File: src/rtl/mem_pkg.sv
// mem_pkg: shared types for the memory-unit front end.
//   op_t      : decoded operation type (read / write / shared-space select)
//   SCB_W     : scoreboard tag width
//   REG_W     : destination register tag width
//   decode_op : folds the illegal read+write combination onto read
// The per-entry record depends on lane count and widths, so it is declared
// inside mem_agu_queue from that module's parameters.
package mem_pkg;
  localparam int SCB_W = 2;
  localparam int REG_W = 5;

  typedef struct packed {
    logic rd;
    logic wr;
    logic sh;
  } op_t;

  function automatic op_t decode_op(input logic r, input logic w, input logic s);
    op_t o;
    o.rd = r;
    o.wr = w & ~r;
    o.sh = s;
    return o;
  endfunction
endpackage

File: src/rtl/mem_agu_lane.sv
// mem_agu_lane: effective address and range check for one lane.
// Ports:
//   rs       in  base register value (zero-extended)
//   offset   in  signed 8-bit immediate
//   shared   in  1 = shared space (limit SHMEM_SIZE, based at MEM_SIZE)
//   active   in  lane is in the active-thread mask
//   eff_addr out unified address (0 for inactive lanes)
//   ok       out active and in range
//   oob      out active and out of range
module mem_agu_lane #(
  parameter int DATA_W     = 32,
  parameter int ADDR_W     = 9,
  parameter int MEM_SIZE   = 256,
  parameter int SHMEM_SIZE = 256
) (
  input  logic [DATA_W-1:0] rs,
  input  logic [7:0]        offset,
  input  logic              shared,
  input  logic              active,
  output logic [ADDR_W-1:0] eff_addr,
  output logic              ok,
  output logic              oob
);
  logic [DATA_W:0] sum, lim;
  logic            ovf;

  assign sum = {1'b0, rs} + {{(DATA_W-7){offset[7]}}, offset};
  assign lim = shared ? (DATA_W+1)'(SHMEM_SIZE) : (DATA_W+1)'(MEM_SIZE);
  // Top bit set means the sum went negative (or wrapped past DATA_W bits).
  assign ovf = sum[DATA_W] | (sum >= lim);

  assign eff_addr = active ? (sum[ADDR_W-1:0] + (shared ? ADDR_W'(MEM_SIZE) : '0)) : '0;
  assign ok       = active & ~ovf;
  assign oob      = active & ovf;
endmodule

File: src/rtl/mem_agu_queue.sv
// mem_agu_queue: DEPTH-entry in-order queue in front of the cache/MSHR stage.
// Addresses are computed and range-checked on enqueue; entries of a warp can
// be killed by flush and are then dropped silently at the head.
// Ports:
//   clk, rst (async, active-low)
//   in_valid/in_ready, in_read/in_write/in_shared, in_pam, in_warp/in_scb/in_reg,
//   in_rs, in_rt, in_offset        : intake
//   flush_valid, flush_warp        : kill queued entries of a warp
//   out_valid/out_ready, out_*     : head entry toward the cache stage
//   occupancy                      : entries held (including killed ones)
// Optional feature: MEM_COALESCE_EN adds per-entry same-line detection
// (out_same_line / out_line_addr); without it both are tied to 0.
module mem_agu_queue
  import mem_pkg::*;
#(
  parameter int NUM_LANES  = 8,
  parameter int DATA_W     = 32,
  parameter int DEPTH      = 4,
  parameter int NUM_WARPS  = 8,
  parameter int WARP_W     = $clog2(NUM_WARPS),
  parameter int MEM_SIZE   = 256,
  parameter int SHMEM_SIZE = 256,
  parameter int ADDR_W     = $clog2(MEM_SIZE + SHMEM_SIZE),
  parameter int LINE_SHIFT = 3
) (
  input  logic                          clk,
  input  logic                          rst,
  input  logic                          in_valid,
  output logic                          in_ready,
  input  logic                          in_read,
  input  logic                          in_write,
  input  logic                          in_shared,
  input  logic [NUM_LANES-1:0]          in_pam,
  input  logic [WARP_W-1:0]             in_warp,
  input  logic [SCB_W-1:0]              in_scb,
  input  logic [REG_W-1:0]              in_reg,
  input  logic [NUM_LANES*DATA_W-1:0]   in_rs,
  input  logic [NUM_LANES*DATA_W-1:0]   in_rt,
  input  logic [7:0]                    in_offset,
  input  logic                          flush_valid,
  input  logic [WARP_W-1:0]             flush_warp,
  output logic                          out_valid,
  input  logic                          out_ready,
  output logic                          out_read,
  output logic                          out_write,
  output logic                          out_shared,
  output logic [NUM_LANES-1:0]          out_pam,
  output logic [NUM_LANES-1:0]          out_oob_mask,
  output logic [WARP_W-1:0]             out_warp,
  output logic [SCB_W-1:0]              out_scb,
  output logic [REG_W-1:0]              out_reg,
  output logic [NUM_LANES*ADDR_W-1:0]   out_eff_addr,
  output logic [NUM_LANES*DATA_W-1:0]   out_wdata,
  output logic                          out_same_line,
  output logic [ADDR_W-LINE_SHIFT-1:0]  out_line_addr,
  output logic [$clog2(DEPTH):0]        occupancy
);
  localparam int PTR_W  = $clog2(DEPTH);
  localparam int CNT_W  = PTR_W + 1;
  localparam int LINE_W = ADDR_W - LINE_SHIFT;

  typedef struct packed {
    op_t                                op;
    logic [WARP_W-1:0]                  warp;
    logic [SCB_W-1:0]                   scb;
    logic [REG_W-1:0]                   rg;
    logic [NUM_LANES-1:0]               pam;
    logic [NUM_LANES-1:0]               oob;
    logic [NUM_LANES-1:0][ADDR_W-1:0]   addr;
    logic [NUM_LANES-1:0][DATA_W-1:0]   wdata;
`ifdef MEM_COALESCE_EN
    logic                               same;
    logic [LINE_W-1:0]                  line;
`endif
  } entry_t;

  op_t                              op;
  logic [NUM_LANES-1:0][DATA_W-1:0] rs_a;
  logic [NUM_LANES-1:0][ADDR_W-1:0] addr_a;
  logic [NUM_LANES-1:0]             ok_a, oob_a;
  entry_t                           new_e, out_q;
  entry_t                           mem [DEPTH];
  logic [DEPTH-1:0]                 kill;
  logic [PTR_W-1:0]                 wr_ptr, rd_ptr, nxt_rd;
  logic [CNT_W-1:0]                 count, cnt_left;
  logic                             acc, push, pop, head;

  assign op   = decode_op(in_read, in_write, in_shared);
  assign rs_a = in_rs;

  for (genvar g = 0; g < NUM_LANES; g++) begin : g_lane
    mem_agu_lane #(
      .DATA_W(DATA_W), .ADDR_W(ADDR_W), .MEM_SIZE(MEM_SIZE), .SHMEM_SIZE(SHMEM_SIZE)
    ) u_lane (
      .rs(rs_a[g]), .offset(in_offset), .shared(op.sh), .active(in_pam[g]),
      .eff_addr(addr_a[g]), .ok(ok_a[g]), .oob(oob_a[g])
    );
  end

`ifdef MEM_COALESCE_EN
  // Reference line is taken from the first in-range lane; every other
  // in-range lane must match it.
  logic [LINE_W-1:0] ln_ref;
  logic              ln_found, ln_same;
  always_comb begin
    ln_ref   = '0;
    ln_found = 1'b0;
    ln_same  = 1'b1;
    for (int i = 0; i < NUM_LANES; i++) begin
      if (ok_a[i]) begin
        if (!ln_found) begin
          ln_ref   = addr_a[i][ADDR_W-1:LINE_SHIFT];
          ln_found = 1'b1;
        end else if (addr_a[i][ADDR_W-1:LINE_SHIFT] != ln_ref) begin
          ln_same = 1'b0;
        end
      end
    end
  end
`endif

  always_comb begin
    new_e       = '0;
    new_e.op    = op;
    new_e.warp  = in_warp;
    new_e.scb   = in_scb;
    new_e.rg    = in_reg;
    new_e.pam   = ok_a;
    new_e.oob   = oob_a;
    new_e.addr  = addr_a;
    new_e.wdata = in_rt;
`ifdef MEM_COALESCE_EN
    new_e.same  = ln_same;
    new_e.line  = ln_ref;
`endif
  end

  assign in_ready  = (count < CNT_W'(DEPTH));
  assign acc       = in_valid & in_ready;
  // No-op ops and ops of a warp being flushed this cycle are swallowed.
  assign push      = acc & (op.rd | op.wr) & ~(flush_valid & (flush_warp == in_warp));
  assign head      = (count != '0);
  assign out_valid = head & ~kill[rd_ptr];
  assign pop       = head & (kill[rd_ptr] | out_ready);
  assign nxt_rd    = rd_ptr + PTR_W'(pop);
  assign cnt_left  = count - CNT_W'(pop);

  always_ff @(posedge clk) begin
    if (push) mem[wr_ptr] <= new_e;
  end

  always_ff @(posedge clk or negedge rst) begin
    if (!rst) begin
      wr_ptr <= '0;
      rd_ptr <= '0;
      count  <= '0;
      kill   <= '0;
      out_q  <= '0;
    end else begin
      count <= count + CNT_W'(push) - CNT_W'(pop);
      if (push) wr_ptr <= wr_ptr + 1'b1;
      if (pop)  rd_ptr <= nxt_rd;
      // Stale slots may pick up a kill bit; a push always clears its slot.
      for (int i = 0; i < DEPTH; i++)
        if (flush_valid && mem[i].warp == flush_warp) kill[i] <= 1'b1;
      if (push) kill[wr_ptr] <= 1'b0;
      // Output register tracks the next head; with nothing left it takes the
      // incoming entry, otherwise it holds its last value.
      if (cnt_left != '0) out_q <= mem[nxt_rd];
      else if (push)      out_q <= new_e;
    end
  end

  assign out_read     = out_q.op.rd;
  assign out_write    = out_q.op.wr;
  assign out_shared   = out_q.op.sh;
  assign out_pam      = out_q.pam;
  assign out_oob_mask = out_q.oob;
  assign out_warp     = out_q.warp;
  assign out_scb      = out_q.scb;
  assign out_reg      = out_q.rg;
  assign out_eff_addr = out_q.addr;
  assign out_wdata    = out_q.wdata;
  assign occupancy    = count;
`ifdef MEM_COALESCE_EN
  assign out_same_line = out_q.same;
  assign out_line_addr = out_q.line;
`else
  assign out_same_line = 1'b0;
  assign out_line_addr = '0;
`endif
endmodule
File: config.mk
export PLATFORM = sky130hd
export DESIGN_NAME = mem_agu_queue
export DESIGN_NICKNAME = d
export VERILOG_FILES = /design/src/rtl/mem_pkg.sv /design/src/rtl/mem_agu_lane.sv /design/src/rtl/mem_agu_queue.sv
export SDC_FILE = /design/constraint.sdc
export NUM_CORES = 2
export LEC_CHECK = 0
export CORE_MARGIN = 5
export CORE_UTILIZATION = 40
export DETAILED_ROUTE_END_ITERATION = 10
export GPL_TIMING_DRIVEN = 0
export MAX_ROUTING_LAYER = met4
export SLEW_MARGIN = 20
export SYNTH_ARGS = -nofsm -noshare
export SYNTH_HDL_FRONTEND = slang
export SYNTH_SLANG_ARGS = --single-unit
File: constraint.sdc
create_clock -name clk -period 13.2 [get_ports clk]
set_input_delay 3.96 -clock clk [delete_from_list [all_inputs] [get_ports clk]]
set_output_delay 3.96 -clock clk [all_outputs]
set_load 0.03 [all_outputs]
Yosys cells after proc, flatten, opt, wreduce, memory -nomap -nowiden
Memories as Yosys holds them, arrays and structs flattened. Cells that the tools add are included.

Register bits after elaboration: 368. Memory bits (writable): 1428. Input port bits: 549. Output and inout port bits: 369. Logic and storage cells: 143. Memories: 1.

Memory list: mem (words 4, width 357, rd ports 5, clocked after memory_dff 0, write ports 1, RTL line mem_agu_queue.sv:82) `entry_t mem [DEPTH];`.

Add/sub/neg operators: 21. Magnitude comparators: 12. Equality and inequality tests: 5. Muxes and demuxes: 22. Bitwise logic cells: 46. Reduce and logical (&&, ||, !) cells: 8.

Operator list (count): 357-bit 2-to-1 mux (2); 32-bit by 33-bit adder with 33-bit output (8); 33-bit by 9-bit >= comparator with 1-bit output (second input constant) (8); 9-bit 2-to-1 mux (9); 9-bit adder (8); 1-bit AND (23); 3-bit == test (5); 1-bit NOT (11); 1-bit bitwise OR (10); 1-bit 2-to-1 mux (8); 2-bit by 3-bit less-than comparator with 1-bit output (second input constant) (2); 3-bit nonzero test (2); 3-bit by 1-bit subtractor with 3-bit output (2); 1-bit logical AND (5); 4-bit AND (1); 4-bit 2-to-1 mux (1); 4-bit NOT (1); 3-bit by 1-bit adder with 3-bit output (1); 3-bit less-than comparator (second input constant) (1); 2-bit by 1-bit adder with 2-bit output (1); 2-bit by 1-bit adder with 2-bit output (second input constant) (1); 1-bit binary-select mux with 2-bit select (1); 1-bit demux with 2-bit select (1); 2-bit by 1-bit >= comparator with 1-bit output (second input constant) (1); 2-bit nonzero test (1).

Depth between registers and ports, before layout
Word-level depth: 7. Gate-level depth with buffers: 14. Mapped depth without buffers: 14.

Cells and area by module
From an unflattened synthesis, not the netlist that was laid out.

Cell total of the unflattened synthesis: 6667. Area total of the unflattened synthesis: 88846.5 sq um.

By module, submodules not included: mem_agu_queue (times used 1, cells each 3979, area an instance 69447.9 sq um, seq. area each 52090.0 sq um); mem_agu_lane (times used 8, cells each 336, area an instance 2424.8 sq um, seq. area each 0.0 sq um).

Least setup slack after synthesis
OpenSTA, ideal clock, no wires.

Path kind: input to register. Start: input port flush_warp[1]. End: memory mem[0][0] in the netlist's numbering, enable pin. Data arrival time: 13241 ps. Data required time: 12434 ps. Path slack: -808 ps. Stages: 7. Cells stage by stage: clkbuf_1 > xnor2_1 > nand4_1 > o2111a_1 > clkbuf_1 > clkbuf_1 > and2_1.

Word-level cells in the longest chain between the ends: 6.

RTL lines: start: declaration (RTL line mem_agu_queue.sv:41) `input logic [WARP_W-1:0] flush_warp,`; 3-bit == test (RTL line mem_agu_queue.sv:141) `assign push = acc & (op.rd | op.wr) & ~(flush_valid & (flush_warp == in_warp));`; 1-bit AND (RTL line mem_agu_queue.sv:141); 1-bit NOT (RTL line mem_agu_queue.sv:141); 1-bit AND (RTL line mem_agu_queue.sv:141); 1-bit 2-to-1 mux (RTL line mem_agu_queue.sv:149) `if (push) mem[wr_ptr] <= new_e;`; 1-bit 2-to-1 mux (not written as such) (RTL line mem_agu_queue.sv:149); end: declaration (RTL line mem_agu_queue.sv:82).

No other way between the ends.

Final worst setup path
Start: input port in_offset[1]. End: memory mem[1][333] in the netlist's numbering, data pin.

Word-level cells in the longest chain between the ends: 4.

RTL lines: start: declaration (RTL line mem_agu_queue.sv:39) `input logic [7:0] in_offset,`; 32-bit by 33-bit adder with 33-bit output * (RTL line mem_agu_lane.sv:27) `assign sum = {1'b0, rs} + {{(DATA_W-7){offset[7]}}, offset};`; 33-bit by 9-bit >= comparator with 1-bit output (RTL line mem_agu_lane.sv:30) `assign ovf = sum[DATA_W] | (sum >= lim);`; 1-bit bitwise OR * (RTL line mem_agu_lane.sv:30); 1-bit AND * (RTL line mem_agu_lane.sv:34) `assign oob = active & ovf;`; via g_lane[5].u_lane.oob (RTL line mem_agu_lane.sv:22) `output logic oob`.

The timed path passes the listed nets; every way through them passes the cells marked *.

==> results.md <==
| Quantity | This run |
| --- | --- |
| Top cells by area in the synthesized netlist | sky130_fd_sc_hd__edfxtp_1 51%, sky130_fd_sc_hd__dfrtp_1 11%, sky130_fd_sc_hd__mux4_2 9.6%, sky130_fd_sc_hd__nand2_1 3.9%, sky130_fd_sc_hd__ha_1 3.9% |
| Maximum clock frequency | 0.108 GHz |
| Count of nets after finishing | 8,271 |
| Antenna Violating Nets Remaining | 0 |
| Top-level port count | 918 |
| Global-route wire length before repair | 409,000 µm |
| Core area | 210,000 µm² |
| CTS sink count | 1,796 |
| Yosys cell types | 90 |
| Number of placement rows | 168 |
| Fin Clk Skew | 44.1 ps |
| Setup repair after global routing missed its margin | false |
| Number of buffers created by CTS | 180 |
| Total placed instance area | 98,100 µm² |
| CP endpoint kind | flip-flop |
| Cell class contributing the biggest share of worst-path delay | simple AND/OR/NAND/NOR gates |
| I/O Buffers | 907 |
| Number of max-slew violations in the final report | 0 |
| Worst min path class | reg -> reg |
| Cell with the biggest individual delay on the critical path | sky130_fd_sc_hd__clkdlybuf4s50_1 |
| Largest register FFs | 1,428 |
| Status | finished clean |
| Area growth, synth to finish | 23.9% |
| Worst Max-Slew Pin Slew | 1190 ps |
| Slew Limit Headroom | 0.200 |
| Detailed Place HPWL | 212,000 µm |
| Vias in the first global route | 59,100 |
| Most area-hungry cell type in the Yosys netlist | sky130_fd_sc_hd__edfxtp_1 |
| Hold-fix buffer count after cts | 0 |
| Detail-routed via count per cell | 5.65 |
| MaxCap Viol Count | 0 |
| Final Core Density | 0.498 |
| Die outline height | 469 µm |
| Maximum number of pins on one net before global-route repair | 104 |
| Register-to-register setup slack | 8450 ps |
| Area of the multi-input gates | 30,500 µm² |
| Count of mapped cells out of synthesis | 6,303 |
| Buffer cell driving the clock tree root | sky130_fd_sc_hd__clkbuf_16 |
| Crit share post-route | 0.703 |
| Synthesis warning total | 0 |
| Routed wire length | 283,000 µm |
| Post-layout minimum cycle time | 9280 ps |
| Mapped Area | 84,200 µm² |
| GPL Wtd Cong | 0.911 |
| Worst skew pair latency | 820 ps |
| Non-filler cells in the finished layout | 10,500 |
| Crit path kind | in -> reg |
| Routed wire length per instance | 27.1 µm |
| Ratio of total power to cell area | 244 nW/µm² |
| Startpoint type of the worst setup path | input pin |
| Maximum fanout encountered on the critical timing path | 9 |
| Async set-or-reset flop fraction in the synthesized netlist | 0.205 |
| Worst IR Drop VDD | 0.134 mV |
| Crit path DAT | 9790 ps |
| WP buf/inv | 2 |
| Buffers from clock root to sink, at most | 3 |
| Setup tns final | 0 ps |
| Die outline width | 469 µm |
| Post-placement setup slack | 3050 ps |
| Initial core utilization | 0.402 |
| Number of synthesized register bits | 1,796 |
| Fraction of final layout cells sized beyond drive strength 1 | 0.101 |
| Critical Path Max Stage Delay | 980 ps |
| Post-route design area | 104,000 µm² |
| Post-synthesis average cell area | 13.4 µm² |
| Final Setup Violations | 0 |
| Final Hold Vio Count | 0 |
| Most common flop cell mapped by yosys | sky130_fd_sc_hd__edfxtp_1 |
| Critical Path RT | 13,710 ps |
| Antenna violations before repair | 69 |
| Global router's overall resource usage | 0.260 |
| Number of vias in the routed layout | 59,100 |
| Post-synth EDFFs | 1,428 |
| H-Tree Level Count | 4 |
| CTS tree | done |
| Top-area cell type share of the netlist area | 0.509 |
| Area used by sequential logic in the layout | 52,100 µm² |
| Post-CTS setup buffer count | 0 |
| Register ranked first by flip-flop count | mem |
| Post_cts resized | 0 |
| Number of DRC violations after detailed-routing iteration 0 | 5,015 |
| Worst-case setup margin in the final layout | 3920 ps |
| Router iterations before antenna repair | 5 |
| Cell leakage power | 37.1 nW |
| Die area | 220,000 µm² |
| Placed Instances | 10,100 |
| # fillers | 18,300 |
| Clock slew at reported path FFs | 60 ps |
| Share of the yosys chip area belonging to registers | 0.619 |
| Leftover overflow at the end of global routing | 0 |
| Critical Path, Cell by Cell | clkdlybuf4s50_1 > inv_1 > fa_1 > nand2b_1 > a211oi_1 > o21a_1 > nor2_1 > o41ai_1 > xor2_1 > or4_1 > or4_1 > nor4b_1 > and4b_1 > nor2b_1 |
| Number of DRC violations after detailed routing | 0 |
| Most frequent cell on the critical path | sky130_fd_sc_hd__or4_1 |
-- cells by family after synthesis --
family / count (synthesis) / synth area share
AO/OA/AOI/OAI: 1317 / 0.101
buffers and inverters: 425 / 0.0194
multiplexers: 417 / 0.103
AND/OR/NAND/NOR: 1913 / 0.100
adder cells (fa/ha/maj): 273 / 0.0414
flip-flops: 1796 / 0.619
XOR/XNOR: 161 / 0.0167
other: 1 / 0.0000445
-- worst paths after layout --
kind / cells past startpoint / end / from
worst max-delay path: 14 / mem[1][333] / in_offset[1]
worst min-delay path: 2 / kill[1] / kill[1]
worst max register to register: 10 / out_eff_addr[55] / rd_ptr[0]
worst min register to register: 2 / kill[1] / kill[1]
max in group asynchronous: 3 / out_wdata[204] / rst
min in group asynchronous: 1 / out_wdata[37] / rst
-- report_power, final --
group	leakage (nW)	internal [mW]	switching (mW)
logic	17.0	5.11	7.38
registers	17.2	7.36	0.460
clock network	2.92	2.94	2.20
-- routing by layer --
metal	up-vias	wire (µm)	GRT usage
li1	26700	-	-
met1	30000	116000	0.333
met2	2066	134000	0.407
met3	392	22100	0.0619
met4	0	10900	0.0911
met5	-	0	-
-- final cells by class --
type                    count  area share
multi-input cells        4088       0.293
plain buffers             333      0.0126
flip-flops and latches   1796       0.499
diodes                     56     0.00134
well taps                2805      0.0336
clock inverters            81     0.00896
clock buffers             261      0.0487
repair buffers            958      0.0992
inverters                  92     0.00331
-- stage by stage --
step                hold slack (ps)  total power [mW]
global route                    541              26.9
floorplan                       461              15.8
detailed placement              497              20.6
CTS                             511              25.7
global placement                483              20.5
finish                          508              25.4
-- worst reg2reg max path, cell delays in order, from the launching register on --
cell and delay (ps):
sky130_fd_sc_hd__dfrtp_1 400, sky130_fd_sc_hd__mux4_2 580, sky130_fd_sc_hd__nor2_1 120, sky130_fd_sc_hd__nor2_1 130
sky130_fd_sc_hd__ha_1 320, sky130_fd_sc_hd__clkbuf_1 680, sky130_fd_sc_hd__buf_1 780, sky130_fd_sc_hd__buf_1 810
sky130_fd_sc_hd__mux4_2 630, sky130_fd_sc_hd__nand2_1 90, sky130_fd_sc_hd__o21ai_0 100
-- placed cells by master, fill, tap and decap left out, drive strengths merged, types with 50 or more instances in the layout --
cell type / n
a21o: 98
a21oi: 285
a31oi: 355
and2: 57
buf: 104
clkbuf: 543
clkdlybuf4s50: 905
clkinv: 60
dfrtp: 368
diode: 56
edfxtp: 1428
ha: 264
inv: 97
mux4: 358
nand2: 881
nand3: 81
nand4: 62
nor2: 531
nor3: 50
o21a: 50
o21ai: 210
xnor2: 101
xor2: 60
-- synthesized netlist by cell type, types with 41 or more instances --
cell                          n
sky130_fd_sc_hd__edfxtp_1  1428
sky130_fd_sc_hd__nand2_1    881
sky130_fd_sc_hd__nor2_1     531
sky130_fd_sc_hd__dfrtp_1    368
sky130_fd_sc_hd__mux4_2     358
sky130_fd_sc_hd__a31oi_1    354
sky130_fd_sc_hd__a21oi_1    285
sky130_fd_sc_hd__clkbuf_1   278
sky130_fd_sc_hd__ha_1       264
sky130_fd_sc_hd__o21ai_0    209
sky130_fd_sc_hd__xnor2_1    101
sky130_fd_sc_hd__a21o_1      97
sky130_fd_sc_hd__inv_1       88
sky130_fd_sc_hd__nand3_1     81
sky130_fd_sc_hd__nand4_1     62
sky130_fd_sc_hd__xor2_1      60
sky130_fd_sc_hd__and2_1      56
sky130_fd_sc_hd__nor3_1      50
sky130_fd_sc_hd__o21a_1      50
sky130_fd_sc_hd__mux2i_1     49
sky130_fd_sc_hd__a211oi_1    45
sky130_fd_sc_hd__and3_1      42
sky130_fd_sc_hd__nor2b_1     41
No activity file was read; power rests on OpenSTA's default activity.
